**config.mk**
```make
export PLATFORM = sky130hd
export DESIGN_NAME = seq_mag_comparator
export DESIGN_NICKNAME = d
export VERILOG_FILES = /design/src/rtl/seq_mag_comparator.sv
export SDC_FILE = /design/constraint.sdc
export NUM_CORES = 1
export LEC_CHECK = 0
export CORE_ASPECT_RATIO = 1.1
export CORE_UTILIZATION = 55
export DETAILED_ROUTE_END_ITERATION = 12
export HOLD_SLACK_MARGIN = 0.08
export MAX_ROUTING_LAYER = met4
export PLACE_DENSITY = 0.84
export SLEW_MARGIN = 20
export SYNTH_ARGS = -nofsm -noshare
export SYNTH_HDL_FRONTEND = slang
export SYNTH_SLANG_ARGS = --single-unit
```
**constraint.sdc**
```tcl
create_clock -name clk -period 5.4 [get_ports clk]
set_input_delay 1.08 -clock clk [delete_from_list [all_inputs] [get_ports clk]]
set_output_delay 1.08 -clock clk [all_outputs]
set_load 0.02 [all_outputs]
```
**src/rtl/seq_mag_comparator.sv**
```systemverilog
// Sequential magnitude comparator: examines DIGIT bits per cycle MSB-first and stops at the first differing digit.
// Optional signed mode is compiled in with `define SEQ_MAG_COMPARATOR_SIGNED_EN (adds the is_signed port).
module seq_mag_comparator #(
    parameter int WIDTH = 8,
    parameter int DIGIT = 1
) (
    input  logic                         clk,
    input  logic                         rst_n,
    input  logic                         in_valid,
    output logic                         in_ready,
    input  logic [WIDTH-1:0]             data_a,
    input  logic [WIDTH-1:0]             data_b,
`ifdef SEQ_MAG_COMPARATOR_SIGNED_EN
    input  logic                         is_signed,
`endif
    output logic                         out_valid,
    input  logic                         out_ready,
    output logic                         greater,
    output logic                         lesser,
    output logic                         equal,
    output logic [$clog2(WIDTH/DIGIT):0] cycles
);

    localparam int ND = WIDTH / DIGIT;
    localparam int IW = (ND > 1) ? $clog2(ND) : 1;
    localparam int CW = $clog2(ND) + 1;

    typedef enum logic [1:0] {IDLE, COMPARE, DONE} state_t;

    state_t           state;
    logic [WIDTH-1:0] a_r, b_r, flip;
    logic [IW-1:0]    idx;
    logic [DIGIT-1:0] dig_a, dig_b;

    // Flipping both MSBs maps two's-complement order onto unsigned order.
`ifdef SEQ_MAG_COMPARATOR_SIGNED_EN
    assign flip = is_signed ? {1'b1, {(WIDTH-1){1'b0}}} : '0;
`else
    assign flip = '0;
`endif

    assign dig_a     = DIGIT'(a_r >> (int'(idx) * DIGIT));
    assign dig_b     = DIGIT'(b_r >> (int'(idx) * DIGIT));
    assign in_ready  = (state == IDLE);
    assign out_valid = (state == DONE);

    always_ff @(posedge clk or negedge rst_n) begin
        if (!rst_n) begin
            state   <= IDLE;
            a_r     <= '0;
            b_r     <= '0;
            idx     <= '0;
            cycles  <= '0;
            greater <= 1'b0;
            lesser  <= 1'b0;
            equal   <= 1'b0;
        end else begin
            case (state)
                IDLE: begin
                    if (in_valid) begin
                        a_r    <= data_a ^ flip;
                        b_r    <= data_b ^ flip;
                        idx    <= IW'(ND - 1);
                        cycles <= '0;
                        state  <= COMPARE;
                    end
                end
                COMPARE: begin
                    cycles <= cycles + CW'(1);
                    if (dig_a != dig_b) begin
                        greater <= (dig_a > dig_b);
                        lesser  <= (dig_a < dig_b);
                        state   <= DONE;
                    end else if (idx == '0) begin
                        equal <= 1'b1;
                        state <= DONE;
                    end else begin
                        idx <= idx - IW'(1);
                    end
                end
                DONE: begin
                    // cycles is left alone so the count stays readable until the next transfer.
                    if (out_ready) begin
                        greater <= 1'b0;
                        lesser  <= 1'b0;
                        equal   <= 1'b0;
                        state   <= IDLE;
                    end
                end
                default: state <= IDLE;
            endcase
        end
    end

endmodule

```
==> results of run 1 <==
-- final timing paths --
path | end | slack, ps | cells after the start
worst min register to register | a_r[1]$_DFFE_PN0P_ | 520 | 1
min in group asynchronous | lesser$_DFFE_PN0P_ | 1100 | 2
worst max-delay path | in_ready | 2400 | 3
worst min-delay path | a_r[1]$_DFFE_PN0P_ | 520 | 1
max in group asynchronous | cycles[2]$_DFFE_PN0P_ | 4040 | 2
worst max register to register | state[0]$_DFFE_PN0P_ | 2940 | 6
-- kinds of logic (layout without fill, tap and decap cells) --
logic type,after synthesis,count (layout)
fa+ha+maj,9,9
mux,26,26
compound gates,19,19
simple gates,31,31
flops,28,28
xor+xnor,1,1
buf+inv,14,40
-- per-layer routing --
metal | share of wire | wire length, microns | global-route usage | up-vias
li1 | - | - | - | 510
met1 | 0.42 | 1167 | 0.2722 | 523
met2 | 0.52 | 1475 | 0.3580 | 29
met3 | 0.039 | 111 | 0.03675 | 5
met4 | 0.020 | 56 | 0.07895 | 0
met5 | 0 | 0 | - | -
-- power breakdown --
part	switching (mW)	leakage, nW	internal (mW)
registers	0.0749	0.330	0.306
clock network	0.0612	0.0279	0.0751
logic	0.265	0.450	0.313
total	0.401	0.808	0.695
-- area by class of cell --
cell class | instances | area (sq um)
clock buffer | 3 | 22.52
clock inverter | 1 | 30.03
fill | 175 | 698.2
multi-input combinational | 86 | 787.0
tap | 31 | 38.79
inverter | 7 | 26.28
sequential | 28 | 700.7
timing repair buffer | 29 | 287.8
-- registers in the layout, indices dropped and copies added (netlist names) --
register  count
idx           3
greater       1
lesser        1
equal         1
state         2
b_r           8
cycles        4
a_r           8
-- through the flow --
step	instance area (sq um)	hold WS (ps)	utilization	power (mW)
2_1_floorplan	1569	473.8	-	0.8243
3_3_place_gp	1841	483.0	0.7103	0.9347
3_5_place_dp	1841	494.4	0.7103	0.9670
4_1_cts	1893	528.3	0.7306	1.106
5_1_grt	1893	538.7	0.7306	1.179
6_report	1893	523.4	0.7306	1.095
-- Yosys cell counts (2+ instances only) --
cell	instances	share of area
sky130_fd_sc_hd__inv_1	7	0.017
sky130_fd_sc_hd__a21oi_1	3	0.0096
sky130_fd_sc_hd__o21ai_0	4	0.013
sky130_fd_sc_hd__dfrtp_1	28	0.45
sky130_fd_sc_hd__buf_6	2	0.014
sky130_fd_sc_hd__nand3b_1	4	0.019
sky130_fd_sc_hd__mux2i_1	2	0.013
sky130_fd_sc_hd__nand2_1	10	0.024
sky130_fd_sc_hd__buf_2	2	0.0064
sky130_fd_sc_hd__and2_1	2	0.0080
sky130_fd_sc_hd__mux2_2	18	0.13
sky130_fd_sc_hd__a211oi_1	2	0.0096
sky130_fd_sc_hd__mux4_2	4	0.057
sky130_fd_sc_hd__buf_4	3	0.014
sky130_fd_sc_hd__nor2b_1	2	0.0080
sky130_fd_sc_hd__ha_1	9	0.072
sky130_fd_sc_hd__nor3_1	2	0.0064
-- cell usage in the layout (no fill, tap or decap), types with 2 or more instances in the layout --
master	instances
sky130_fd_sc_hd__mux2_2	18
sky130_fd_sc_hd__inv_1	7
sky130_fd_sc_hd__mux4_2	4
sky130_fd_sc_hd__nor2b_1	2
sky130_fd_sc_hd__ha_1	9
sky130_fd_sc_hd__nand3b_1	4
sky130_fd_sc_hd__a21oi_1	3
sky130_fd_sc_hd__nand2_1	10
sky130_fd_sc_hd__and2_1	2
sky130_fd_sc_hd__o21ai_0	4
sky130_fd_sc_hd__nor3_1	2
sky130_fd_sc_hd__clkdlybuf4s50_1	28
sky130_fd_sc_hd__mux2i_1	2
sky130_fd_sc_hd__clkbuf_4	3
sky130_fd_sc_hd__a211oi_1	2
sky130_fd_sc_hd__dfrtp_1	28
==> flow_metrics.tcl, run 1 <==
set metrics [dict create \
    post_cts_hold_buffer_count 0 \
    synth_simple_gate_area_share 0.1212 \
    place_ws_ps 2769 \
    syn_to_final_growth_pct 20.65 \
    synth_compound_area_frac 0.08772 \
    synth.ff_latch_count 28 \
    min_path_type "reg -> reg" \
    via_count_of_the_first_global_routing_pass 1040 \
    max_slew_margin 0.6005 \
    cts_resized 0 \
    finalCritPeriodShare 0.5559 \
    antennaDiodeCount 0 \
    power_density_nw_per_um2 578.7 \
    finalWeightedCongestion 0.7714 \
    clkLatencyLatePin_ps 330 \
    critPathRequiredTime_ps 4320 \
    syn_avg_cell_area_sq_um 12.26 \
    ffs_w_async_s_r_synth 1.000 \
    drt_iter0_drc 10 \
    ant_nets 0 \
    yosysWarningCount 0 \
    core_region_area_sq_um 2591 \
    grt_pass1_wl_mm 4.705 \
    crit_path_top_delay_cell "sky130_fd_sc_hd__clkdlybuf4s50_1" \
    crit_start "state[0]$_DFFE_PN0P_" \
    drt_pre_antenna_iters 4 \
    timing.max_cap.violations 0 \
    global_route_total_usage_across_every_layer 0.2191 \
    num_io_pins 29 \
    post-dp-hpwl_mm 2.169 \
    total_leakage_power_nw 0.8078 \
    report.final.setup_viol 0 \
    post-route-drc-count 0 \
    cp.arrival_ps 1920 \
    status "completed" \
    post_synth_fa_ha_maj_area_fraction 0.07177 \
    fp-row-count 19 \
    vias_per_cell 5.768 \
    via_count 1067 \
    critical_path.reg2reg.startpoint "idx[0]$_DFFE_PN0P_" \
    max_freq_mhz 333.1 \
    cts_num_sinks 28 \
    synth_edf_count 0 \
    cts.clk_slew.worst_paths_ps 140 \
    worstPathMaxFanout 10 \
    rsz_0062_raised_after_global_routing "false" \
    synth.yosys.seq_area_share 0.4466 \
    synth_top_flop_cell "sky130_fd_sc_hd__dfrtp_1" \
    timing.critical_path.slowest_cell_delay_ps 670 \
    worstMarginPinSlew_ps 599.2 \
    path_cells "inv_1 > ha_1 > clkdlybuf4s50_1" \
    fin_ws_ps 2398 \
    total_buffers_and_inverters_traversed_by_the_critical_path 2 \
    synth_top_family_by_area "multiplexers" \
    irDropWorstVdd_mv 0.4151 \
    ys_types 41 \
    end_kind "output port" \
    grt_antenna_before_repair 0 \
    numPlacedInstances 181 \
    netlist_area_before_placement_sq_um 1569 \
    synth_cells 128 \
    h-tree-depth 1 \
    cts-root-to-sink-buffers 2 \
    floorplan.initialDensity 0.6055 \
    finalNonFillerCells 185 \
    post_synth_xor_area_fraction 0.005582 \
    grt_max_degree 29 \
    layout-drive-gt1-share 0.2208 \
    finalHoldViolCount 0 \
    post-cts-setup-buffers 0 \
    ctsRootBufferMaster "sky130_fd_sc_hd__clkbuf_4" \
    io_buffer_count 28 \
    number_of_buffers_added_by_the_clock_tree_synthesis_step 3 \
    avgRoutedWirePerCell_microns 15.19 \
    final.setup_skew_ps 5.592 \
    design.final.nets 184 \
    finalMaxSlewViolations 0 \
    floorplan.die.width_microns 52.93 \
    setup-tns-final_ps 0 \
    final_period_minus_worst_setup_slack_ps 3002 \
    dieArea_sq_um 3071 \
    setup.worst_path.class "reg -> out" \
    timing.critical_path.from_type "register" \
    postSynthNetCount 157 \
    worstHoldStart "a_r[1]$_DFFE_PN0P_" \
    wirelength_mm 2.811 \
    multiplexer_share_of_the_synthesized_area 0.2153 \
    die_y_microns 58.02 \
    grt-ovfl-total 0 \
    cts_tree "done" \
    cp_top_family "buffers and inverters" \
]
(Power assumes the default switching activity.)
==> run 2, diff against run 1 <==
Settings changed: CORE_UTILIZATION 55 to 46, PLACE_DENSITY 0.84 to 0.75.
Clock period 5.4 ns to 2.75 ns, I/O delays scaled along.
==> run 2 against run 1 <==
Against the previous run: the flow now finishes with violations (DRC); cell area shrank 1.4%; clock skew is 1.3 ps lower; sequential power is 94% higher; sequential share of layout area is 0.52 points higher; routed wire length fell by 9.9%; global-route usage is 5.4 points lower; core utilization shrank 14 points; setup slack got worse by 2100 ps; worst hold slack about the same; via count decreased by 3.2%; first-iteration DRC count rose by 140%; critical path depth unchanged.
==> flow_metrics.tcl, run 2 (synthesized netlist as in run 1, its figures left out) <==
set metrics [dict create \
    status "finished with violations" \
    violations "DRC" \
    clkLatencyLatePin_ps 310 \
    layout-drive-gt1-share 0.2157 \
    critPathRequiredTime_ps 2200 \
    setup.worst_path.class "reg -> out" \
    worstMarginPinSlew_ps 589.1 \
    finalNonFillerCells 187 \
    finalMaxSlewViolations 0 \
    post-dp-hpwl_mm 1.971 \
    worstPathMaxFanout 10 \
    die_y_microns 63.25 \
    end_kind "output port" \
    syn_to_final_growth_pct 18.98 \
    final_core_util 0.5921 \
    grt_use_met3 0.02053 \
    p_total_mw 2.013 \
    via_count_of_the_first_global_routing_pass 1027 \
    cts_tree "done" \
    ant_nets 0 \
    crit_path_top_delay_cell "sky130_fd_sc_hd__clkdlybuf4s50_1" \
    floorplan.initialDensity 0.4976 \
    grt_antenna_before_repair 0 \
    vias_per_cell 5.524 \
    cts-root-to-sink-buffers 2 \
    ctsRootBufferMaster "sky130_fd_sc_hd__clkbuf_4" \
    grt-ovfl-total 0 \
    irDropWorstVdd_mv 0.4647 \
    antennaDiodeCount 0 \
    placedInstanceArea_sq_um 1844 \
    num_io_pins 29 \
    max_slew_margin 0.6073 \
    design.final.nets 184 \
    io_buffer_count 28 \
    reg.largest.list "a_r (8), b_r (8), cycles (4)" \
    timing.critical_path.from_type "register" \
    h-tree-depth 1 \
    mostFrequentLayoutCells "sky130_fd_sc_hd__dfrtp_1 (28), sky130_fd_sc_hd__clkdlybuf4s50_1 (28), sky130_fd_sc_hd__mux2_2 (18), sky130_fd_sc_hd__nand2_1 (10), sky130_fd_sc_hd__ha_1 (9)" \
    post-route-drc-count 2 \
    drt_pre_antenna_iters 8 \
    wirelength_mm 2.532 \
    cp.arrival_ps 1930 \
    via_count 1033 \
    numPlacedInstances 184 \
    final_area_sq_um 1867 \
    finalHoldViolCount 0 \
    total_leakage_power_nw 0.7937 \
    final_period_minus_worst_setup_slack_ps 2476 \
    min_path_type "reg -> reg" \
    floorplan.die.width_microns 57.69 \
    grt_pass1_wl_mm 4.602 \
    cts.clk_slew.worst_paths_ps 140 \
    avgRoutedWirePerCell_microns 13.54 \
    number_of_buffers_added_by_the_clock_tree_synthesis_step 3 \
    cts_resized 0 \
    final.fill_count 284 \
    grtUsageMet2 0.2674 \
    max_freq_mhz 403.9 \
    fp-row-count 21 \
    grt_busiest_layer "met2" \
    final.setup_skew_ps 4.292 \
    timing.critical_path.slowest_cell_delay_ps 680 \
    global_route_total_usage_across_every_layer 0.1654 \
    finalCritPeriodShare 0.9004 \
    dieArea_sq_um 3649 \
    path_cells "inv_1 > ha_1 > clkdlybuf4s50_1" \
    area.sequential_sq_um 700.7 \
    drt_iter0_drc 24 \
    post-cts-setup-buffers 0 \
    setup-tns-final_ps 0 \
    grt_max_degree 29 \
    report.final.setup_viol 0 \
    use_met1 0.2209 \
    power_density_nw_per_um2 1078 \
    rsz_0062_raised_after_global_routing "false" \
    core_region_area_sq_um 3153 \
    multi_input_comb_area_sq_um 787.0 \
    worst-r2r-setup-slack_ps 440 \
    cts_num_sinks 28 \
    post_cts_hold_buffer_count 0 \
    finalWeightedCongestion 0.8453 \
    timing.max_cap.violations 0 \
]
-- run 2: cell count changes in the layout (fill, tap and decap cells not counted) --
cell	previous run	this run
sky130_fd_sc_hd__bufinv_16	1	0
-- run 2: final cells by class --
| type | count | area share |
|---|---|---|
| Sequential cell | 28 | 0.3753 |
| Tap cell | 34 | 0.02279 |
| Multi-Input combinational cell | 86 | 0.4216 |
| Clock buffer | 3 | 0.01206 |
| Timing Repair Buffer | 29 | 0.1542 |
| Inverter | 7 | 0.01408 |
-- run 2: stage by stage --
| stage | hold WS (ps) | setup slack (ps) |
|---|---|---|
| 2_1_floorplan | 254.4 | 632.8 |
| 3_3_place_gp | 489.8 | 472.8 |
| 3_5_place_dp | 492.1 | 434.3 |
| 4_1_cts | 528.1 | 261.7 |
| 5_1_grt | 533.1 | 157.5 |
| 6_report | 523.9 | 273.9 |
-- run 2: final timing paths --
kind | to | start | cells past startpoint
max | in_ready | state[1]$_DFFE_PN0P_ | 3
min | lesser$_DFFE_PN0P_ | lesser$_DFFE_PN0P_ | 1
max reg2reg | state[0]$_DFFE_PN0P_ | idx[0]$_DFFE_PN0P_ | 6
min reg2reg | lesser$_DFFE_PN0P_ | lesser$_DFFE_PN0P_ | 1
max in group asynchronous | b_r[1]$_DFFE_PN0P_ | rst_n | 2
min in group asynchronous | state[0]$_DFFE_PN0P_ | rst_n | 2
-- run 2: per-layer routing --
| layer | up-vias | share of wire |
|---|---|---|
| met5 | - | 0 |
| met4 | 0 | 0.0083 |
| met3 | 2 | 0.036 |
| met2 | 23 | 0.49 |
| met1 | 497 | 0.46 |
| li1 | 511 | - |
-- run 2: report_power, final --
part	internal, mW	switching (mW)
Sequential	0.601	0.139
Combinational	0.613	0.499
Clock	0.0512	0.109
-- run 2: worst max-delay path, delay by kind of cell, from the launching register on --
kind | cells | cell delay, ps
buffers and inverters | 2 | 780
flip-flops | 1 | 420
adder cells (fa/ha/maj) | 1 | 410
